===== src/rtl/ecall_ctrl.sv =====
// Environment-call initiator: stalls the front end, waits for older register writes to retire,
// then holds the request until the register file completes it and redirects fetch past the ECALL.
module ecall_ctrl #(
  parameter int unsigned TIMEOUT_CYCLES = 1024
) (
  input  logic        clk,
  input  logic        reset,
  input  logic        ecall_valid,
  input  logic [63:0] ecall_pc,
  input  logic        inflight,
  output logic        ecall,
  input  logic        ecall_done,
  output logic        stall,
  output logic        flush,
  output logic [63:0] redirect_pc,
  output logic [31:0] ecall_count,
  output logic        error
);

  localparam int unsigned TimerW = $clog2(TIMEOUT_CYCLES);
  localparam logic [TimerW-1:0] TimerMax = TimerW'(TIMEOUT_CYCLES - 1);

  typedef enum logic [2:0] {
    StIdle,
    StDrain,
    StReq,
    StRelease,
    StError
  } state_e;

  state_e              state_q, state_d;
  logic [TimerW-1:0]   timer_q, timer_d;
  logic [63:0]         pc_q, pc_d;
  logic [63:0]         redirect_pc_q, redirect_pc_d;
  logic [31:0]         count_q, count_d;
  logic                ecall_q, ecall_d;
  logic                flush_q, flush_d;
  logic                error_q, error_d;

  always_comb begin
    state_d       = state_q;
    timer_d       = timer_q;
    pc_d          = pc_q;
    redirect_pc_d = redirect_pc_q;
    count_d       = count_q;
    unique case (state_q)
      StIdle: begin
        if (ecall_valid) begin
          pc_d    = ecall_pc;
          timer_d = '0;
          state_d = inflight ? StDrain : StReq;
        end
      end
      StDrain: begin
        if (!inflight) begin
          timer_d = '0;
          state_d = StReq;
        end
      end
      StReq: begin
        // Completion wins over a timeout landing in the same cycle.
        if (ecall_done) begin
          redirect_pc_d = pc_q + 64'd4;
          state_d       = StRelease;
        end else if (timer_q == TimerMax) begin
          state_d = StError;
        end else begin
          timer_d = timer_q + 1'b1;
        end
      end
      StRelease: begin
        count_d = count_q + 32'd1;
        state_d = StIdle;
      end
      StError: state_d = StError;
      default: state_d = StIdle;
    endcase
    // Outputs are registered from the next state so they line up with the state they describe.
    ecall_d = (state_d == StReq);
    flush_d = (state_d == StRelease);
    error_d = (state_d == StError);
  end

  always_ff @(posedge clk or negedge reset) begin
    if (!reset) begin
      state_q       <= StIdle;
      timer_q       <= '0;
      pc_q          <= '0;
      redirect_pc_q <= '0;
      count_q       <= '0;
      ecall_q       <= 1'b0;
      flush_q       <= 1'b0;
      error_q       <= 1'b0;
    end else begin
      state_q       <= state_d;
      timer_q       <= timer_d;
      pc_q          <= pc_d;
      redirect_pc_q <= redirect_pc_d;
      count_q       <= count_d;
      ecall_q       <= ecall_d;
      flush_q       <= flush_d;
      error_q       <= error_d;
    end
  end

  assign stall = reset & (((state_q == StIdle) && ecall_valid) || (state_q == StDrain) ||
                          (state_q == StReq) || (state_q == StError));

  assign ecall       = ecall_q;
  assign flush       = flush_q;
  assign redirect_pc = redirect_pc_q;
  assign ecall_count = count_q;
  assign error       = error_q;

endmodule


===== config.mk =====
export PLATFORM = sky130hd
export DESIGN_NAME = ecall_ctrl
export DESIGN_NICKNAME = d
export VERILOG_FILES = /design/src/rtl/ecall_ctrl.sv
export SDC_FILE = /design/constraint.sdc
export NUM_CORES = 1
export LEC_CHECK = 0
export BUFFER_PORTS_ARGS = -buffer_cell sky130_fd_sc_hd__buf_2
export CORE_ASPECT_RATIO = 1.5
export CORE_MARGIN = 4
export CORE_UTILIZATION = 59
export DETAILED_ROUTE_END_ITERATION = 10
export GPL_ROUTABILITY_DRIVEN = 0
export PLACE_DENSITY = 0.87
export SETUP_SLACK_MARGIN = 0.1
export SLEW_MARGIN = 25
export SYNTH_ARGS = -nofsm -noshare
export SYNTH_HDL_FRONTEND = slang
export SYNTH_SLANG_ARGS = --single-unit

===== constraint.sdc =====
create_clock -name clk -period 6.1 [get_ports clk]
set_clock_uncertainty 0.05 [all_clocks]
set_input_delay 0 -clock clk [delete_from_list [all_inputs] [get_ports clk]]
set_output_delay 0 -clock clk [all_outputs]
set_load 0.005 [all_outputs]

# After elaboration in Yosys (flattened, before gate mapping)
# Cells that the tools add are included.
word_totals:
  latchBits: 0
  mem_bits_rw: 0
  mem_bits_ro: 0
  input_bits: 69
  reg_bits: 176
  out_inout_bits: 100
  wordCells: 44
  n_memories: 0
classes:
  n_mux: 11
  n_div: 0
  n_shift: 0
  mul: 0
  bitwise_logic: 1
  n_lt_le_gt_ge: 0
  eq_ne: 12
  addsub: 3
  reduce_logical: 9
op_table:
  columns: ["operator", "count"]
  rows:
  - ["64-bit by 3-bit adder with 64-bit output, second input constant", 1]
  - ["10-bit 2-to-1 mux", 4]
  - ["32-bit by 1-bit adder with 32-bit output, second input constant", 1]
  - ["10-bit one-hot mux with 3 select lines", 1]
  - ["3-bit by 2-bit == test with 1-bit output, second input constant", 4]
  - ["3-bit 2-to-1 mux", 4]
  - ["3-bit one-hot mux with 4 select lines", 1]
  - ["10-bit by 1-bit adder with 10-bit output, second input constant", 1]
  - ["10-bit == test, second input constant", 1]
  - ["2-bit != test, second input constant", 4]
  - ["3-bit == test, second input constant", 2]
  - ["5-bit AND reduction", 1]
  - ["2-bit AND reduction", 2]
  - ["3-bit by 1-bit == test with 1-bit output, second input constant", 1]
  - ["3-bit zero test", 1]
  - ["1-bit logical OR", 3]
  - ["3-bit nonzero test", 1]
  - ["2-bit 2-to-1 mux", 1]
  - ["1-bit AND", 1]
  - ["1-bit logical AND", 1]

# Longest topological paths before layout
logic_depth:
  depth_word: 6
  mapped_depth: 8
  ltp_nobuf: 6

# Worst setup path before layout
# OpenSTA, ideal clock, no wires.
synth_timing:
  path_kind: "register -> register"
  from: "register state_q[1]"
  to: "register pc_q[21]"
  setup_ps: 125
  stages_incl_launch_ff: 7
  required_ps: 5925
  arrival_time_ps: 1957
  setup_slack_ps: 3968
  period_less_slack_ps: 2132
  n_path_buf: 3
  cell_sequence: "dfrtp_1 clkbuf_1 nand2b_1 nor3_1 clkbuf_1 clkbuf_1 mux2_2"
synth_between:
  elab_chain_cells: 2
synth_lines:
  columns: ["item", "line", "text"]
  rows:
  - ["start, declared", "31", "state_e state_q, state_d;"]
  - ["start signal, assigned", "86", "state_q <= StIdle;"]
  - ["start signal, assigned", "95", "state_q <= state_d;"]
  - ["3-bit zero test", "46", "unique case (state_q)"]
  - ["2-bit AND reduction (no line)", null, null]
  - ["end signal, assigned", "97", "pc_q <= pc_d;"]
  - ["end, declared", "33", "logic [63:0] pc_q, pc_d;"]
# No other way between the ends.
# A chain may end at the register's enable or synchronous reset.

# Worst setup path in the final report
layout_timing:
  from: "register pc_q[2]"
  to: "register redirect_pc_q[60] (netlist: redirect_pc[60])"
layout_between:
  elab_chain_cells: 1
layout_lines:
  columns: ["item", "line", "text"]
  rows:
  - ["64-bit by 3-bit adder with 64-bit output", "63", "redirect_pc_d = pc_q + 64'd4;"]
  - ["end signal, assigned", "98", "redirect_pc_q <= redirect_pc_d;"]
  - ["end, declared", "34", "logic [63:0] redirect_pc_q, redirect_pc_d;"]
# No other way between the ends.

==> results.cfg <==
[cts]
cts_buffers = 17
clk_latency_ps = 430
ctsResizeCount = 0
cts.clk_slew.worst_paths_ps = 70
cts.htree.levels = 4
cts_tree = done
cts_root_buf = clkbuf_16
cts.sink_count = 176
clockBufferDepth = 2

[power_and_ir_drop]
p_sw_share_pct = 36.5
seqPwrFrac_pct = 45.7
p_int_uw = 2890
pwr-share-clk_pct = 23.0
switching_power_uw = 1660
ir_drop_mv = 0.226
p_comb_share_pct = 31.3
cellPowerDensity_nw_per_um2 = 435
leakage_uw = 0.00470

[worst_setup_path]
crit_chain = ha_1, and3_1, and4_1, nand3_1, or4_1, a31oi_1
crit_required_ps = 6390
crit_path_top_delay_cell = or4_1
cp-end-kind = flip-flop
reg2reg_to = redirect_pc[60]
critical_path_arrival_ps = 3260
crit_cells = 6
cpPeakStageDelay_ps = 640
start_kind = flip-flop
path_max_fanout = 14
crit_type = flip-flop to flip-flop
r2r_start = pc_q[2]
cp_top_family = simple AND/OR/NAND/NOR gates
r2r_cells = 6
r2r_slack_ps = 3130
cp_num_buf_inv = 0

[finish]
areaGrowthSynthToFinish_pct = 26.8
fin_area_sq_um = 10500
diodes = 0
ff_latch_area_sq_um = 4400
layout-drive-gt1-share_pct = 27.1
fillers = 864
multi_input_area_sq_um = 3690
fin_nets = 1083

[timing]
timing.final.hold_violations = 0
period_share_pct = 48.8
period_minus_slack_ps = 2970
fin_tns_setup_ps = 0
rsz0062_at_grt = false
max_freq_ghz = 0.336
max_slew_margin_pct = 41.6
drv_slew = 0
setup_violations = 0
tightest_slew_ps = 877

[logic_synthesis]
ys_warn_count = 0
syn_area_sq_um = 8260
avgSynthCellArea_sq_um = 10.5
synthCells = 785
async_flop_share_pct = 100
synth.distinct_cells = 44
ys.flop_type = dfrtp_1
seq_area_frac_synth_pct = 53.3
synth.net_count = 857
synth_edf_count = 0
ys_ff_latch = 176

[floorplanning]
io_pins = 169
die-area_sq_um = 16000
row_count = 52
start_util_pct = 60.7
die_w_um = 105
coreArea_sq_um = 13600
die_h_um = 153

[placed_design]
portBuffers = 168
dpl_cell_area_sq_um = 9210
place_hpwl_mm = 13.9

[global_routing]
grt.overflow.total = 0
grt_pass1_vias = 7072
grt_usage_pct = 27.8
grt_max_degree = 92
antenna_found_initial = 0
grt_pass1_wl_mm = 35.8

[status]
outcome = finished, final reports clean

[hold_path]
hold_path_class = primary input to asynchronous set/reset pin

[drt]
first_pass_iters = 7
dr_total_vias = 7055
first_iter_violations = 377
wirelength_mm = 22.0
final_antenna_net_count = 0
wl_per_cell_um = 18.6
drc = 0
avgViaCountPerCell = 5.95

[job]
drv_cap = 0
[metrics by stage]
stage | setup slack [ps] | cells | hold slack (ps) | total power [uW] | utilization, %
2_1_floorplan | 3970 | 785 | -346 | 2860 | -
3_3_place_gp | 3400 | 1084 | -43.9 | 3340 | 67.8
3_5_place_dp | 3300 | 1084 | -46.1 | 3410 | 67.8
4_1_cts | 3260 | 1185 | 70.0 | 4500 | 77.0
5_1_grt | 2940 | 1185 | 90.4 | 4830 | 77.0
6_report | 3130 | 1185 | 40.6 | 4560 | 77.0
[layout by cell type, fill, tap and decap left out, drive strengths merged, types with 2 or more instances in the layout]
cell and instances:
ha 3, dlygate4sd3 70, and3 13, o21ai 67, and2 7, nand4 40
clkinv 5, xor2 26, or3 8, nand2 98, o41ai 3, mux2 63
buf 172, or4 10, a21oi 12, nor3 19, nand3 32, clkinvlp 3
nor2 43, clkbuf 18, o31ai 9, nand2b 3, xnor2 49, nor4 12
or3b 3, dfrtp 176, inv 15, and4 14, and3b 2, nand3b 2
a31oi 17
[worst max-delay path by stage]
stage	startpoint	endpoint	slack (ps)
floorplan	state_q[1]	pc_q[21]	3970
global placement	pc_q[2]	redirect_pc[54]	3400
detailed placement	pc_q[2]	redirect_pc[58]	3300
CTS	pc_q[2]	redirect_pc[62]	3260
global route	pc_q[2]	redirect_pc[60]	2940
finish	pc_q[2]	redirect_pc[60]	3130
[layout make-up]
| class | instances | share of cell area [%] |
|---|---|---|
| clock inverter | 13 | 1.24 |
| clock buffer | 18 | 4.10 |
| sequential | 176 | 42.0 |
| multi-input combinational | 563 | 35.2 |
| tap | 162 | 1.94 |
| inverter | 11 | 0.394 |
| timing repair buffer | 242 | 15.1 |
[sequential cells by signal (all words and copies together), names as in the netlist]
signal and cells:
ecall 1, ecall_count 32, error 1, flush 1
pc_q 64, redirect_pc 64, state_q 3, timer_q 10
[layer usage]
metal	vias to the layer above	share of wire, %	global-route usage [%]
met5	-	0	0
met1	3399	36	32.1
met3	76	6.9	7.09
met2	325	53	48.8
met4	0	4.1	12.3
li1	3255	-	-
[worst reg2reg max path: cells and delay by family (launching register included)]
kind	cells	cell delay [ps]
simple gates	4	2020
compound gates	1	200
flops	1	410
fa+ha+maj	1	210
[cell usage after synthesis (12+ instances only)]
| library cell | count | area, sq um |
|---|---|---|
| nand4_1 | 38 | 238 |
| a31oi_1 | 17 | 106 |
| o21ai_0 | 67 | 335 |
| clkbuf_1 | 24 | 90.1 |
| and4_1 | 12 | 105 |
| nand3_1 | 32 | 160 |
| nor3_1 | 18 | 90.1 |
| mux2_2 | 63 | 709 |
| and3_1 | 13 | 81.3 |
| a21oi_1 | 12 | 60.1 |
| xnor2_1 | 49 | 429 |
| dfrtp_1 | 176 | 4400 |
| nor2_1 | 43 | 161 |
| nor4_1 | 12 | 75.1 |
| nand2_1 | 98 | 368 |
| xor2_1 | 26 | 228 |
[power groups by stage]
stage          clock network (uW)  logic, uW  registers, uW
6_report                     1050       1430           2080
4_1_cts                      1050       1400           2050
5_1_grt                      1110       1580           2150
3_5_place_dp                    0       1340           2070
2_1_floorplan                   0        893           1970
3_3_place_gp                    0       1300           2040
[cells by family after synthesis]
| kind of cell | after synthesis | share of synthesized area (%) |
|---|---|---|
| flip-flops | 176 | 53.3 |
| adder cells (fa/ha/maj) | 3 | 0.454 |
| AND/OR/NAND/NOR | 311 | 19.9 |
| buffers and inverters | 46 | 2.29 |
| multiplexers | 64 | 8.71 |
| AO/OA/AOI/OAI | 110 | 7.38 |
| XOR/XNOR | 75 | 7.95 |
[what timing repair did]
action | in CTS | in global routing
endpoints found under the hold margin | 129 | 0
hold buffers | 70 | 0
buffers inserted | 0 | 0
Note: power is estimated with default switching activity, not from simulation.
